[config.mk]
export PLATFORM = sky130hd
export DESIGN_NAME = usb_system_cpu_oci_trace_capture
export DESIGN_NICKNAME = d
export VERILOG_FILES = /design/src/rtl/usb_system_cpu_oci_trace_capture.sv
export SDC_FILE = /design/constraint.sdc
export NUM_CORES = 1
export LEC_CHECK = 0
export ABC_AREA = 0
export CORE_UTILIZATION = 46
export CTS_BUF_LIST = sky130_fd_sc_hd__clkbuf_2
export DETAILED_ROUTE_END_ITERATION = 10
export PLACE_DENSITY_LB_ADDON = 0.05
export RECOVER_POWER = 25
export SYNTH_ARGS = -nofsm -noshare
export SYNTH_HDL_FRONTEND = slang
export SYNTH_SLANG_ARGS = --single-unit
[constraint.sdc]
create_clock -name clk -period 6 [get_ports clk]
set_input_delay 0.6 -clock clk [delete_from_list [all_inputs] [get_ports clk]]
set_output_delay 0.6 -clock clk [all_outputs]
set_load 0.02 [all_outputs]
[src/rtl/usb_system_cpu_oci_trace_capture.sv]
// usb_system_cpu_oci_trace_capture
// Captures OCI debug-trace words into a circular buffer, keeps a saturating tally of
// trace entries and freezes capture once the end-of-test handshake completes.
// The buffer can be drained through a one-word-per-request read port at any time.
module usb_system_cpu_oci_trace_capture #(
    parameter int DCT_W     = 30,
    parameter int CNT_W     = 4,
    parameter int DEPTH     = 16,
    parameter int WRAP_MODE = 0,
    parameter int TOT_W     = 16
) (
    input  logic                      clk,
    input  logic                      reset_n,
    input  logic                      dct_valid,
    input  logic [DCT_W-1:0]          dct_buffer,
    input  logic [CNT_W-1:0]          dct_count,
    input  logic                      test_ending,
    input  logic                      test_has_ended,
    input  logic                      rd_req,
    output logic [DCT_W+CNT_W-1:0]    rd_data,
    output logic                      rd_valid,
    output logic [$clog2(DEPTH):0]    level,
    output logic                      overflow,
    output logic [TOT_W-1:0]          total_count,
    output logic [1:0]                state,
    output logic                      done
);

    localparam int AW = $clog2(DEPTH);
    localparam int W  = DCT_W + CNT_W;

    typedef enum logic [1:0] {
        ST_RUN    = 2'd0,
        ST_ENDING = 2'd1,
        ST_FROZEN = 2'd2
    } state_t;

    state_t          state_q;
    state_t          state_d;

    logic [W-1:0]    mem [DEPTH];
    logic [AW-1:0]   wr_ptr;
    logic [AW-1:0]   rd_ptr;
    logic [AW:0]     level_d;
    logic            is_full;
    logic            is_empty;
    logic            capture;
    logic            do_read;
    logic            accept;
    logic            overwrite;
    logic            drop;
    logic            grows;
    logic [TOT_W:0]  total_sum;

    // Decide what happens to the buffer this cycle: capture, read, overwrite or drop.
    always_comb begin
        is_full   = (level == (AW+1)'(DEPTH));
        is_empty  = (level == '0);
        capture   = dct_valid && (state_q == ST_RUN);
        do_read   = rd_req && !is_empty;
        accept    = capture && (!is_full || (WRAP_MODE != 0));
        overwrite = accept && is_full && !do_read;
        drop      = capture && !accept;
        grows     = accept && (!is_full || do_read);
        total_sum = {1'b0, total_count} + (TOT_W+1)'(dct_count);
        level_d   = level;
        if (grows && !do_read) begin
            level_d = level + (AW+1)'(1);
        end else if (!grows && do_read) begin
            level_d = level - (AW+1)'(1);
        end
    end

    // End-of-test handshake: test_has_ended wins over test_ending, ENDING lasts one cycle.
    always_comb begin
        state_d = state_q;
        case (state_q)
            ST_RUN: begin
                if (test_has_ended) begin
                    state_d = ST_FROZEN;
                end else if (test_ending) begin
                    state_d = ST_ENDING;
                end
            end
            ST_ENDING: state_d = ST_FROZEN;
            ST_FROZEN: state_d = ST_FROZEN;
            default:   state_d = ST_RUN;
        endcase
    end

    // State register; only reset leaves FROZEN.
    always_ff @(posedge clk) begin
        if (!reset_n) begin
            state_q <= ST_RUN;
        end else begin
            state_q <= state_d;
        end
    end

    // Storage array; contents are meaningless after reset because level returns to zero.
    always_ff @(posedge clk) begin
        if (reset_n && accept) begin
            mem[wr_ptr] <= {dct_count, dct_buffer};
        end
    end

    // Pointers, occupancy, read port, sticky overflow, saturating tally and done flag.
    always_ff @(posedge clk) begin
        if (!reset_n) begin
            wr_ptr      <= '0;
            rd_ptr      <= '0;
            level       <= '0;
            overflow    <= 1'b0;
            total_count <= '0;
            rd_data     <= '0;
            rd_valid    <= 1'b0;
            done        <= 1'b0;
        end else begin
            rd_valid <= do_read;
            if (do_read) begin
                rd_data <= mem[rd_ptr];
            end
            if (accept) begin
                wr_ptr <= wr_ptr + AW'(1);
                if (total_sum[TOT_W]) begin
                    total_count <= '1;
                end else begin
                    total_count <= total_sum[TOT_W-1:0];
                end
            end
            if (do_read || overwrite) begin
                rd_ptr <= rd_ptr + AW'(1);
            end
            if (drop || overwrite) begin
                overflow <= 1'b1;
            end
            level <= level_d;
            done  <= (state_d == ST_FROZEN) && (level_d == '0);
        end
    end

    assign state = state_q;

endmodule

==> impl_metrics.tcl, run 1 <==
set metrics [dict create \
    crit_required_ns 6.95 \
    synth-main-ff-cell "edfxtp_1" \
    vias_per_cell 5.558 \
    reg2regPathDepth 8 \
    async_flop_share_pct 0 \
    avgSynthCellArea_um2 22.07 \
    syn_nets 1107 \
    synth-compound-area-share_pct 2.652 \
    slew_viol_final 0 \
    layout_common_cells "544 x edfxtp_1, 253 x clkbuf_2, 170 x mux4_2" \
    worstPathMaxFanout 23 \
    synth_edf_count 544 \
    cts_resized 0 \
    design_area_mm2 0.02661 \
    ant_nets 0 \
    setup_viol 0 \
    critPathTopFamily "simple AND/OR/NAND/NOR gates" \
    vias 11510 \
    hp-start "dct_buffer[25]" \
    grt_use_total_pct 21.72 \
    post_cts_buffers 0 \
    worstHoldEndpoint "mem[12][25]" \
    htreeDepth 4 \
    rsz0062_at_grt "no" \
    slew_headroom_pct 13.71 \
    cp.buffers_inverters 3 \
    cts.path.max_buffers 3 \
    drc_errors 0 \
    top_level_ports 100 \
    outcome "completed" \
    fin_crit_sh_pct 53.01 \
    coreArea_mm2 0.04936 \
    die_w_um 226.7 \
    synth_adder_area_share_pct 0.8408 \
    synth_seq_cells 612 \
    initial_core_util_pct 47.04 \
    die_h_um 226.7 \
    clock-sinks 612 \
    syn-cell-area_mm2 0.02321 \
    drive_above_1_share_pct 34.35 \
    dr.pass1.iters 5 \
    wl_per_cell_um 25.52 \
    drt_iter0_drc 813 \
    die-area_mm2 0.05137 \
    hold_class "in -> reg" \
    port_buffers 99 \
    ys_seq_area_share_pct 76.23 \
    synthSimpleGateAreaFrac_pct 1.994 \
    crit_start "level[0]" \
    fmax_mhz 314.4 \
    start_kind "flip-flop" \
    fin_skew_ns 0.05687 \
    yosysWarnings 0 \
    hold_violations 0 \
    final_common_cell "edfxtp_1" \
    tns_ns 0 \
    r2r_slack_ns 2.82 \
    arrival_ns 4.13 \
    cap_viol_max_count 0 \
    grt_pass1_vias 12090 \
    synthCells 1052 \
    clk_pin_slew_ns 0.10 \
    vdd_drop_max_mv 0.2197 \
    worst_pin_slew_ns 1.291 \
    dp_cells 1784 \
    clk_root_buffer_cell "clkbuf_2" \
    crit-reg2reg-launch "level[0]" \
    power_density_mw_per_mm2 360.4 \
    drt-total-wl_um 52850 \
    p_total_uw 9589 \
    place_hpwl_um 29790 \
    crit_top_cell "buf_4" \
    numCtsBuffers 158 \
    grt_pass1_wl_um 77870 \
    synth_mux_area_share_pct 16.54 \
    leakagePower_uw 0.008532 \
    grt-ovfl-total 0 \
    path_class "reg -> reg" \
    cp_slowest_cell "nor2_4" \
    antenna_found_initial 2 \
    hold_depth 1 \
    worstSetupEndpointType "flip-flop" \
    grt_max_degree 134 \
    placed_cell_area_mm2 0.02515 \
    r2r_end "mem[9][32]" \
    area_growth_pct 14.61 \
    synth_xor_area_share_pct 0.5605 \
    period_minus_slack_ns 3.181 \
    cpPeakStageDelay_ns 0.85 \
    ys_types 55 \
    instances_no_fill 2071 \
    crit_cells 8 \
    cts_tree "built" \
    gp_congestion 0.7539 \
    synth_top_family_by_area "multiplexers" \
    clock_latency_ns 1.28 \
    path_cells "inv_1 -> ha_1 -> and4bb_2 -> nor2_1 -> buf_4 -> nand2_1 -> nor2_4 -> buf_4" \
    std_cell_rows 81 \
    layout.nets 1340 \
]
metrics by stage:
stage | util [%] | hold slack [ns] | setup slack, ns
after floorplan | - | 0.4817 | 2.226
after global placement | 50.95 | 0.4612 | 2.350
after global routing | 53.91 | 0.1672 | 2.607
after detailed placement | 50.95 | 0.4598 | 2.320
after CTS | 53.90 | 0.09152 | 2.786
final | 53.91 | 0.3105 | 2.819
flip-flops by register name (all words and copies together), names as in the netlist:
| register | flops |
|---|---|
| state | 2 |
| wr_ptr | 4 |
| rd_ptr | 4 |
| total_count | 16 |
| rd_data | 34 |
| done | 1 |
| rd_valid | 1 |
| overflow | 1 |
| level | 5 |
| mem | 544 |
Yosys cell counts (3+ instances only):
library cell  instances  area share, %
a21oi_1               8           0.17
a22o_1               34            1.3
a31oi_1               5           0.13
a41oi_1               3           0.11
and2_1                5           0.13
and4_1                3           0.11
buf_1                 4          0.065
buf_2                13           0.28
clkbuf_1             33           0.53
dfxtp_1              68            5.9
edfxtp_1            544             70
ha_1                 14           0.75
inv_1                15           0.24
mux4_2              170             16
nand2_1              18           0.29
nand3_1               5           0.11
nand4_1               3          0.081
nor2_1               41           0.66
nor2b_1               3          0.081
nor3_1                3          0.065
o21ai_0               9           0.19
xnor2_1               7           0.26
xor2_1                6           0.23
how the worst max path moves through the flow:
stage / slack (ns) / end
floorplan: 2.23 / mem[15][0]
global placement: 2.35 / mem[9][1]
detailed placement: 2.32 / mem[9][3]
CTS: 2.79 / total_count[4]
global route: 2.61 / mem[3][17]
finish: 2.82 / mem[9][32]
routing by layer:
layer	GRT usage (%)	routed length, um	part of all wire, %
met5	0	11	0.021
met3	6.985	3630	6.9
met1	31.34	24320	46
met4	7.650	886	1.7
met2	31.08	24000	45
final cells by class:
type                            count  area [um^2]
Fill cell                        3959        22750
Sequential cell                   612        17710
Multi-Input combinational cell    373         5370
Clock buffer                      253         1266
Timing Repair Buffer              124         1229
Tap cell                          664        830.8
Clock inverter                     28        137.6
Inverter                           16        60.06
Antenna cell                        1        2.502
what timing repair did:
item                                   in CTS  in global routing
hold buffers                                5                  0
setup endpoints to repair                   0                  0
endpoints found under the hold margin       5                  0
report_power, final:
group          internal, uW  total, uW  switching (uW)
Sequential             4800       4960             156
Clock                  1140       2790            1650
Combinational           911       1840             928
Total                  6860       9590            2730
logic make-up (layout without fill, tap and decap cells):
logic type                 Yosys count  after routing
buffers and inverters               67            421
other                                0              1
muxes                              171            171
adders and majority gates           15             15
DFF                                612            612
and+or+nand+nor                     93             93
AOI/OAI and AO/OA                   80             80
xor gates and xnor gates            14             14
Power figures use the tool's default switching activity.
==> run 2: changes to the inputs <==
clock period = 3 ns   (was 6 ns; I/O delays follow)
==> impl_metrics.tcl, run 2 (same netlist as run 1, synthesis figures left out) <==
set metrics [dict create \
    hold_class "in -> reg" \
    area_growth_pct 18.59 \
    drt-total-wl_um 51690 \
    fmax_mhz 367.4 \
    design_area_mm2 0.02753 \
    rsz0062_at_grt "no" \
    outcome "completed" \
    vias_per_cell 5.428 \
    numCtsBuffers 153 \
    die_w_um 226.7 \
    start_kind "flip-flop" \
    power_density_mw_per_mm2 701.4 \
    period_minus_slack_ns 2.722 \
    dr.pass1.iters 5 \
    slew_headroom_pct 32.98 \
    htreeDepth 4 \
    hp-start "dct_valid" \
    port_buffers 99 \
    worstHoldEndpoint "overflow" \
    grt_use_total_pct 21.45 \
    die-area_mm2 0.05137 \
    top_regs "mem (544), rd_data (34), total_count (16)" \
    reg2regPathDepth 7 \
    drc_errors 0 \
    r2r_slack_ns 0.28 \
    ant_nets 0 \
    cts.path.max_buffers 3 \
    grt_pass1_vias 12610 \
    crit-reg2reg-launch "level[0]" \
    cap_viol_max_count 0 \
    vias 11640 \
    tns_ns 0 \
    leakagePower_uw 0.008905 \
    hold_violations 0 \
    path_class "reg -> reg" \
    drive_above_1_share_pct 33.87 \
    std_cell_rows 81 \
    setup_viol 0 \
    clk_root_buffer_cell "clkbuf_2" \
    grt_pass1_wl_um 78070 \
    place_hpwl_um 28690 \
    antenna_found_initial 2 \
    slew_viol_final 0 \
    die_h_um 226.7 \
    clock-sinks 612 \
    r2r_end "mem[12][29]" \
    arrival_ns 3.64 \
    regMostFlops "mem" \
    cts_tree "built" \
    worstPathMaxFanout 16 \
    fin_skew_ns 0.07121 \
    placed_cell_area_mm2 0.02568 \
    worst_pin_slew_ns 1.004 \
    gp_congestion 0.8397 \
    largest_reg_flops 544 \
    worstSetupEndpointType "flip-flop" \
    grt_max_degree 61 \
    final_common_cell "edfxtp_1" \
    initial_core_util_pct 47.04 \
    clk_pin_slew_ns 0.09 \
    clock_latency_ns 1.29 \
    grt-ovfl-total 0 \
    top_level_ports 100 \
    fin_crit_sh_pct 90.72 \
    vdd_drop_max_mv 0.3952 \
    layout.nets 1405 \
    post_cts_buffers 0 \
    coreArea_mm2 0.04936 \
    hold_depth 4 \
    crit_required_ns 3.91 \
    layout_common_cells "544 x edfxtp_1, 242 x clkbuf_2, 170 x mux4_2" \
    drt_iter0_drc 827 \
    wl_per_cell_um 24.10 \
]
run 2: how the worst max path moves through the flow:
stage                        start  cells past startpoint              to
floorplan                 level[0]                      7       mem[3][0]
global placement          level[0]                      7     mem[12][29]
detailed placement        level[0]                      7     mem[12][27]
CTS                 total_count[4]                      1  total_count[4]
global route        total_count[4]                      1  total_count[4]
finish                    level[0]                      7     mem[12][29]
run 2: what timing repair did:
| action | 4_1_cts | 5_1_grt |
|---|---|---|
| hold endpoints to repair | 572 | 0 |
| hold buffers | 41 | 0 |
| resized for setup | 0 | 0 |
run 2: cell type report:
type / count / area [um^2]
diodes: 2 / 5.005
clock buffers: 242 / 1211
clock inverters: 42 / 239.0
fillers: 3909 / 21830
inverters: 16 / 60.06
multi-input cells: 373 / 5370
flip-flops and latches: 612 / 17710
well taps: 664 / 830.8
repair buffers: 194 / 2105
run 2: metrics by stage:
stage	setup WS, ns	hold WS, ns	util, %	total power [uW]	std cells
global route	0.07057	0.1779	55.78	20290	2145
detailed placement	0.2161	0.4645	52.03	13850	1818
finish	0.2783	0.2847	55.78	19310	2145
CTS	0.07834	0.06026	55.80	19650	2143
floorplan	-0.2677	0.3989	-	12410	1052
global placement	0.2593	0.4615	52.03	13850	1818
run 2: power by group:
part / switching, uW / leakage [uW] / internal [uW]
logic: 1850 / 0.00232 / 1940
registers: 232 / 0.00545 / 9600
clock network: 3300 / 0.00113 / 2390
run 2: metal layers:
metal	global-route usage (%)	vias to the layer above	share of wire [%]
met5	0	-	0
met4	6.975	0	1.3
met3	5.741	56	4.5
met2	33.25	275	49
met1	29.59	6161	46
li1	-	5151	-
run 2: critical path, cell delays in order (launching register included):
cell and delay (ns):
dfxtp_1 0.46, inv_1 0.10, ha_1 0.21, and4bb_2 0.25
nor2_1 0.43, nand2_1 0.36, nor2_4 0.23, buf_4 0.34
